===== src/rtl/bus_pkg.sv =====
// bus_pkg: types and helpers shared by the serial link.
//   serial_frame_t : 27-bit frame sent MSB-first. Field order is
//                    start, cmd, addr, data, parity, stop.
//   cmd_t          : bus command encoding.
//   deser_state_e  : receiver FSM states.
//   calc_parity    : even parity over {cmd, addr, data}.
//   sat_inc16      : 16-bit increment that holds at 16'hFFFF.
package bus_pkg;

   localparam int FRAME_BITS = 27;
   localparam int SCLK_DIV   = 4;

   typedef enum logic [1:0] {
      CMD_READ  = 2'b00,
      CMD_WRITE = 2'b01
   } cmd_t;

   typedef struct packed {
      logic        start;
      cmd_t        cmd;
      logic [13:0] addr;
      logic [7:0]  data;
      logic        parity;
      logic        stop;
   } serial_frame_t;

   typedef enum logic [1:0] {
      IDLE  = 2'd0,
      SHIFT = 2'd1,
      CHECK = 2'd2
   } deser_state_e;

   function automatic logic calc_parity(input cmd_t cmd, input logic [13:0] addr,
                                        input logic [7:0] data);
      return ^{cmd, addr, data};
   endfunction

   function automatic logic [15:0] sat_inc16(input logic [15:0] v);
      return (v == 16'hFFFF) ? v : v + 16'd1;
   endfunction

endpackage


===== src/rtl/deserializer_line_sync.sv =====
// line_sync: multi-flop synchroniser with rising-edge detect.
//   clk_i  : system clock
//   rst_ni : async active-low reset, all flops clear to 0
//   d_i    : asynchronous input line
//   q_o    : synchronised level (SYNC_STAGES flops deep)
//   rise_o : high for one cycle when q_o goes 0 -> 1
module line_sync #(
   parameter int SYNC_STAGES = 2
) (
   input  logic clk_i,
   input  logic rst_ni,
   input  logic d_i,
   output logic q_o,
   output logic rise_o
);

   logic [SYNC_STAGES-1:0] sync_q;
   logic                   prev_q;

   always_ff @(posedge clk_i or negedge rst_ni) begin
      if (!rst_ni) begin
         sync_q <= '0;
         prev_q <= 1'b0;
      end else begin
         sync_q <= {sync_q[SYNC_STAGES-2:0], d_i};
         prev_q <= sync_q[SYNC_STAGES-1];
      end
   end

   assign q_o    = sync_q[SYNC_STAGES-1];
   assign rise_o = sync_q[SYNC_STAGES-1] & ~prev_q;

endmodule


===== src/rtl/deserializer.sv =====
// deserializer: samples sdata on synchronised sclk rising edges, rebuilds a
// serial_frame_t, checks start/parity/stop and offers it on valid/ready.
//   clk_i, rst_ni        : clock, async active-low reset
//   sdata_i, sclk_i      : serial line (idles low), data sampled on sclk rise
//   frame_o, valid_o     : last accepted frame / unconsumed-frame flag
//   ready_i              : consumer handshake
//   busy_o               : frame in progress (SHIFT or CHECK)
//   parity_err_o, frame_err_o, overrun_o : one-cycle error pulses
// Optional build macro DESER_ERR_CNT_EN adds saturating 16-bit counters
//   parity_err_cnt_o, frame_err_cnt_o, overrun_cnt_o.
//
// state | meaning
// IDLE  | waiting for an sclk rise with sdata = 1 (start bit)
// SHIFT | collecting bits, inter-edge timeout running
// CHECK | one cycle: validate stop/parity, accept or drop the frame
module deserializer
   import bus_pkg::*;
#(
   parameter int SYNC_STAGES    = 2,
   parameter int TIMEOUT_CYCLES = 64
) (
   input  logic          clk_i,
   input  logic          rst_ni,
   input  logic          sdata_i,
   input  logic          sclk_i,
   output serial_frame_t frame_o,
   output logic          valid_o,
   input  logic          ready_i,
   output logic          busy_o,
   output logic          parity_err_o,
   output logic          frame_err_o,
   output logic          overrun_o
`ifdef DESER_ERR_CNT_EN
  ,output logic [15:0]   parity_err_cnt_o,
   output logic [15:0]   frame_err_cnt_o,
   output logic [15:0]   overrun_cnt_o
`endif
);

   localparam int TMR_W = $clog2(TIMEOUT_CYCLES + 1);
   // Loaded on the edge after a detected rise; reaching zero and then
   // registering the pulse puts frame_err_o exactly TIMEOUT_CYCLES cycles
   // after the cycle in which the last rise was seen.
   localparam logic [TMR_W-1:0] TMR_LOAD = TMR_W'(TIMEOUT_CYCLES - 2);

   logic sdata_s, sclk_rise, sdata_rise_unused, sclk_s_unused;

   line_sync #(.SYNC_STAGES(SYNC_STAGES)) u_sync_sclk (
      .clk_i (clk_i), .rst_ni(rst_ni), .d_i(sclk_i),
      .q_o   (sclk_s_unused), .rise_o(sclk_rise)
   );

   line_sync #(.SYNC_STAGES(SYNC_STAGES)) u_sync_sdata (
      .clk_i (clk_i), .rst_ni(rst_ni), .d_i(sdata_i),
      .q_o   (sdata_s), .rise_o(sdata_rise_unused)
   );

   deser_state_e          state_q, state_d;
   logic [FRAME_BITS-1:0] shreg_q, shreg_d;
   logic [4:0]            bit_cnt_q, bit_cnt_d;
   logic [TMR_W-1:0]      tmr_q, tmr_d;
   serial_frame_t         frame_q, frame_d, frame_c;
   logic                  valid_q, valid_d;
   logic                  par_q, par_d, frm_q, frm_d, ovr_q, ovr_d;

   assign frame_c = serial_frame_t'(shreg_q);

   always_ff @(posedge clk_i or negedge rst_ni) begin
      if (!rst_ni) begin
         state_q   <= IDLE;
         shreg_q   <= '0;
         bit_cnt_q <= '0;
         tmr_q     <= '0;
         frame_q   <= '0;
         valid_q   <= 1'b0;
         par_q     <= 1'b0;
         frm_q     <= 1'b0;
         ovr_q     <= 1'b0;
      end else begin
         state_q   <= state_d;
         shreg_q   <= shreg_d;
         bit_cnt_q <= bit_cnt_d;
         tmr_q     <= tmr_d;
         frame_q   <= frame_d;
         valid_q   <= valid_d;
         par_q     <= par_d;
         frm_q     <= frm_d;
         ovr_q     <= ovr_d;
      end
   end

   always_comb begin
      state_d   = state_q;
      shreg_d   = shreg_q;
      bit_cnt_d = bit_cnt_q;
      tmr_d     = tmr_q;
      frame_d   = frame_q;
      valid_d   = valid_q & ~ready_i;
      par_d     = 1'b0;
      frm_d     = 1'b0;
      ovr_d     = 1'b0;
      case (state_q)
         IDLE: begin
            if (sclk_rise && sdata_s) begin
               shreg_d   = {{(FRAME_BITS-1){1'b0}}, 1'b1};
               bit_cnt_d = 5'd1;
               tmr_d     = TMR_LOAD;
               state_d   = SHIFT;
            end
         end
         SHIFT: begin
            if (sclk_rise) begin
               shreg_d   = {shreg_q[FRAME_BITS-2:0], sdata_s};
               bit_cnt_d = bit_cnt_q + 5'd1;
               tmr_d     = TMR_LOAD;
               if (bit_cnt_q == 5'(FRAME_BITS - 1)) state_d = CHECK;
            end else if (tmr_q == '0) begin
               frm_d   = 1'b1;
               state_d = IDLE;
            end else begin
               tmr_d = tmr_q - 1'b1;
            end
         end
         CHECK: begin
            state_d = IDLE;
            // Stop error masks parity; a held frame that is consumed this
            // same cycle is not an overrun.
            if (!frame_c.stop || !frame_c.start) begin
               frm_d = 1'b1;
            end else if (frame_c.parity != calc_parity(frame_c.cmd, frame_c.addr, frame_c.data)) begin
               par_d = 1'b1;
            end else if (valid_q && !ready_i) begin
               ovr_d = 1'b1;
            end else begin
               frame_d = frame_c;
               valid_d = 1'b1;
            end
         end
         default: state_d = IDLE;
      endcase
   end

   assign frame_o      = frame_q;
   assign valid_o      = valid_q;
   assign busy_o       = (state_q != IDLE);
   assign parity_err_o = par_q;
   assign frame_err_o  = frm_q;
   assign overrun_o    = ovr_q;

`ifdef DESER_ERR_CNT_EN
   logic [15:0] par_cnt_q, frm_cnt_q, ovr_cnt_q;

   always_ff @(posedge clk_i or negedge rst_ni) begin
      if (!rst_ni) begin
         par_cnt_q <= '0;
         frm_cnt_q <= '0;
         ovr_cnt_q <= '0;
      end else begin
         if (par_q) par_cnt_q <= sat_inc16(par_cnt_q);
         if (frm_q) frm_cnt_q <= sat_inc16(frm_cnt_q);
         if (ovr_q) ovr_cnt_q <= sat_inc16(ovr_cnt_q);
      end
   end

   assign parity_err_cnt_o = par_cnt_q;
   assign frame_err_cnt_o  = frm_cnt_q;
   assign overrun_cnt_o    = ovr_cnt_q;
`endif

endmodule


===== config.mk =====
export PLATFORM = sky130hd
export DESIGN_NAME = deserializer
export DESIGN_NICKNAME = d
export VERILOG_FILES = /design/src/rtl/bus_pkg.sv /design/src/rtl/deserializer_line_sync.sv /design/src/rtl/deserializer.sv
export SDC_FILE = /design/constraint.sdc
export NUM_CORES = 1
export LEC_CHECK = 0
export ABC_AREA = 1
export CAP_MARGIN = 30
export CORE_ASPECT_RATIO = 0.9
export CORE_UTILIZATION = 50
export CTS_BUF_LIST = sky130_fd_sc_hd__clkbuf_4
export DETAILED_ROUTE_END_ITERATION = 7
export HOLD_SLACK_MARGIN = 0.03
export PLACE_DENSITY = 0.79
export SLEW_MARGIN = 20
export SYNTH_ARGS = -nofsm -noshare
export SYNTH_HDL_FRONTEND = slang
export SYNTH_SLANG_ARGS = --single-unit

===== constraint.sdc =====
create_clock -name clk_i -period 1.9 [get_ports clk_i]
set_clock_uncertainty 0.1 [all_clocks]
set_input_delay 0.285 -clock clk_i [delete_from_list [all_inputs] [get_ports clk_i]]
set_output_delay 0.285 -clock clk_i [all_outputs]
set_load 0.1 [all_outputs]

==> out/summary.txt <==
Status = finished with violations
Failing checks = negative setup slack
Number of non-filler instances in the completed layout = 576
Core area = 0.006761 mm²
Routed Antenna Nets = 0
Period utilization = 108.3%
Clock tree from TritonCTS = built
WL/cell = 15.22 µm
Max Cap Viol = 0
Port Buf Inserts = 36
HP Start = sdata_i
GRT overflow = 0
Later-pin clock latency in the skew report = 0.44 ns
Initial antenna violation count = 0
Hold Worst Slack = 0.1924 ns
Worst min path class = input port to register
CP Launch Type = register
Depth of the CTS H-tree = 3
Vias in the first global route = 2,933
R2R cell count = 13
Initial Util = 53.28%
Cell taking the most area after synthesis = dfrtp_1
Setup violators final = 27
Worst Hold End = u_sync_sdata.sync_q[0]$_DFF_PN0_
CP Data Required Time = 2.14 ns
1st-iter DRT viols = 253
Clk pin slew, worst setup/hold paths = 0.13 ns
Routed via count = 3,179
Die extent in x = 91.47 µm
Yosys warns = 0
Cell with the most instances after synthesis = nand2_1
Hold depth = 1
Die Ht = 82.53 µm
DP Cell Count = 543
Antenna cell count = 0
Count of pins over their slew limit = 0
Util after Layout = 72.83%
DP HPWL = 5108 µm
Vias/cell = 5.519
Share of cells above drive strength 1 = 33.74%
Register area = 0.001937 mm²
Hold Fails Final Rpt = 0
Crit path max fanout = 13
Post-synth top cells = nand2_1, dfrtp_1, inv_1
# IOs = 37
P per Cell Area = 957.9 mW/mm²
RSZ-0062 raised after global routing = true
Worst-Margin Slew = 0.4689 ns
Post-synth ARST share = 100.0%
Leakage power = 2.435 nW
Most used DFF post-synth = dfrtp_1
CP Data Arrival Time = 2.30 ns
Syn Inst Count = 417
Overall global routing resource usage = 22.42%
Critical path class = register to register
EDFF count, synth = 0
VDD IR max = 1.386 mV
Total routed wirelength = 8767 µm
Fin crit period = 2.058 ns
GPL Wtd Cong = 0.8916
Area Growth Syn to Fin = 36.71%
CP endpoint kind = register
Die area = 0.007549 mm²
TritonCTS Sinks = 77
Area of the multi-input gates = 0.001668 mm²
Relative slew margins = 68.74%
FF-to-FF End = frame_o[9]$_DFFE_PN0P_
Post-synth net total = 430
Drt pass-1 iters = 5
CTS Root Cell = clkbuf_4
R2r startpoint = frame_c[2]$_DFFE_PN0P_
Total CTS buffers = 9
Synth Area per Inst = 8.638 µm²
Final setup margin = -0.1576 ns
Top cells by area, synth = dfrtp_1, nand2_1, inv_1
Row count = 28
Yosys cell types = 29
Net count, final = 494
Post-synthesis sequential area ratio = 53.49%
Fillcell total = 462
Largest net degree at the start of global routing = 43
Clock Path Buffers = 2
First-pass GRT wire length = 13,100 µm
Synthesized area = 0.003602 mm²
Detailed-route DRC error count = 0
Yosys reg bits = 77
Synth top area share = 53.49%
Setup slack, reg-to-reg = -0.16 ns
Max frequency = 486.0 MHz
-- repair_timing --
action,4_1_cts,5_1_grt
gates cloned,0,2
setup buffers,5,9
hold buffers,1,0
pin swaps,1,22
resized for setup,8,80
setup endpoints to repair,30,39
endpoints found under the hold margin,35,0
-- report_power, final --
part / internal (mW) / switching, mW / total, mW / leakage (nW)
Sequential: 1.74 / 0.0819 / 1.82 / 1.01
Combinational: 0.632 / 1.03 / 1.67 / 1.33
Clock: 0.690 / 0.536 / 1.23 / 0.0985
-- logic make-up (layout without fill, tap and decap cells) --
family	after synthesis	in the layout	share of synthesized area, %
AO/OA/AOI/OAI	47	47	7.850
XOR/XNOR	11	11	2.674
adder cells (fa/ha/maj)	8	8	2.779
buffers and inverters	68	137	7.572
flip-flops	77	77	53.49
AND/OR/NAND/NOR	206	206	25.63
-- layer usage --
metal / wire, µm / up-vias / track usage, %
met5: 0 / - / 0
li1: - / 1486 / -
met3: 520 / 26 / 6.502
met4: 231 / 0 / 9.206
met2: 4510 / 112 / 38.12
met1: 3505 / 1555 / 27.24
-- worst max path at each step --
stage | cells past startpoint | slack, ns | start | to
global placement | 10 | 0.007 | state_q[1]$_DFFE_PN0P_ | tmr_q[6]$_DFFE_PN0P_
floorplan | 8 | 0.09 | state_q[0]$_DFFE_PN0P_ | frame_c[0]$_DFFE_PN0P_
finish | 13 | -0.16 | frame_c[2]$_DFFE_PN0P_ | frame_o[9]$_DFFE_PN0P_
global route | 13 | -0.24 | frame_c[2]$_DFFE_PN0P_ | frame_o[9]$_DFFE_PN0P_
detailed placement | 9 | -0.06 | state_q[0]$_DFFE_PN0P_ | tmr_q[5]$_DFFE_PN0P_
CTS | 16 | 0.00003 | frame_c[10]$_DFFE_PN0P_ | frame_o[23]$_DFFE_PN0P_
-- through the flow --
stage / setup TNS [ns] / worst slack, ns / total power, mW / cell area [µm²]
2_1_floorplan: 0 / 0.08529 / 2.702 / 3603
3_3_place_gp: 0 / 0.007427 / 3.148 / 4297
3_5_place_dp: -0.1329 / -0.06029 / 3.201 / 4297
4_1_cts: 0 / 0.00003042 / 4.486 / 4538
5_1_grt: -5.510 / -0.2377 / 4.969 / 4925
6_report: -3.341 / -0.1576 / 4.717 / 4925
-- cell type report --
type,count,area share [%]
clock buffer,11,1.677
timing repair buffer,65,16.57
sequential,77,39.33
multi-input combinational,272,33.87
inverter,56,4.268
tap,90,2.287
clock inverter,5,2.007
-- placed cells by master, fill, tap and decap left out, drive strengths merged, types with 3 or more instances in the layout --
master,Yosys,final
nand3,9,9
o22ai,26,26
xnor2,6,6
nand2,140,140
inv,56,56
a21oi,5,5
nand4,28,28
nor3b,3,3
clkdlybuf4s50,0,3
dfrtp,77,77
nor2,21,21
buf,6,59
xor2,5,5
bufinv,0,3
nor3,4,4
clkbuf,6,13
o21ai,9,9
ha,8,8
-- worst max-delay path, cell delays in order (launching register included) --
cell and delay [ns]:
dfrtp_2 0.48, xor2_2 0.22, nand2_1 0.10, nand2_1 0.13
nand2_1 0.09, nand2_2 0.10, nand2_2 0.07, nand2_2 0.06
nand2_2 0.06, nand2_4 0.10, nand3_4 0.12, clkbuf_16 0.21
nand2_1 0.07, nand2_1 0.05
-- registers in the layout, indices dropped and copies added, names as in the netlist, 2 cells and up --
signal               cells
frame_c                 27
u_sync_sdata.sync_q      2
tmr_q                    7
frame_o                 27
u_sync_sclk.sync_q       2
state_q                  2
bit_cnt_q                5
Power figures use the tool's default switching activity.
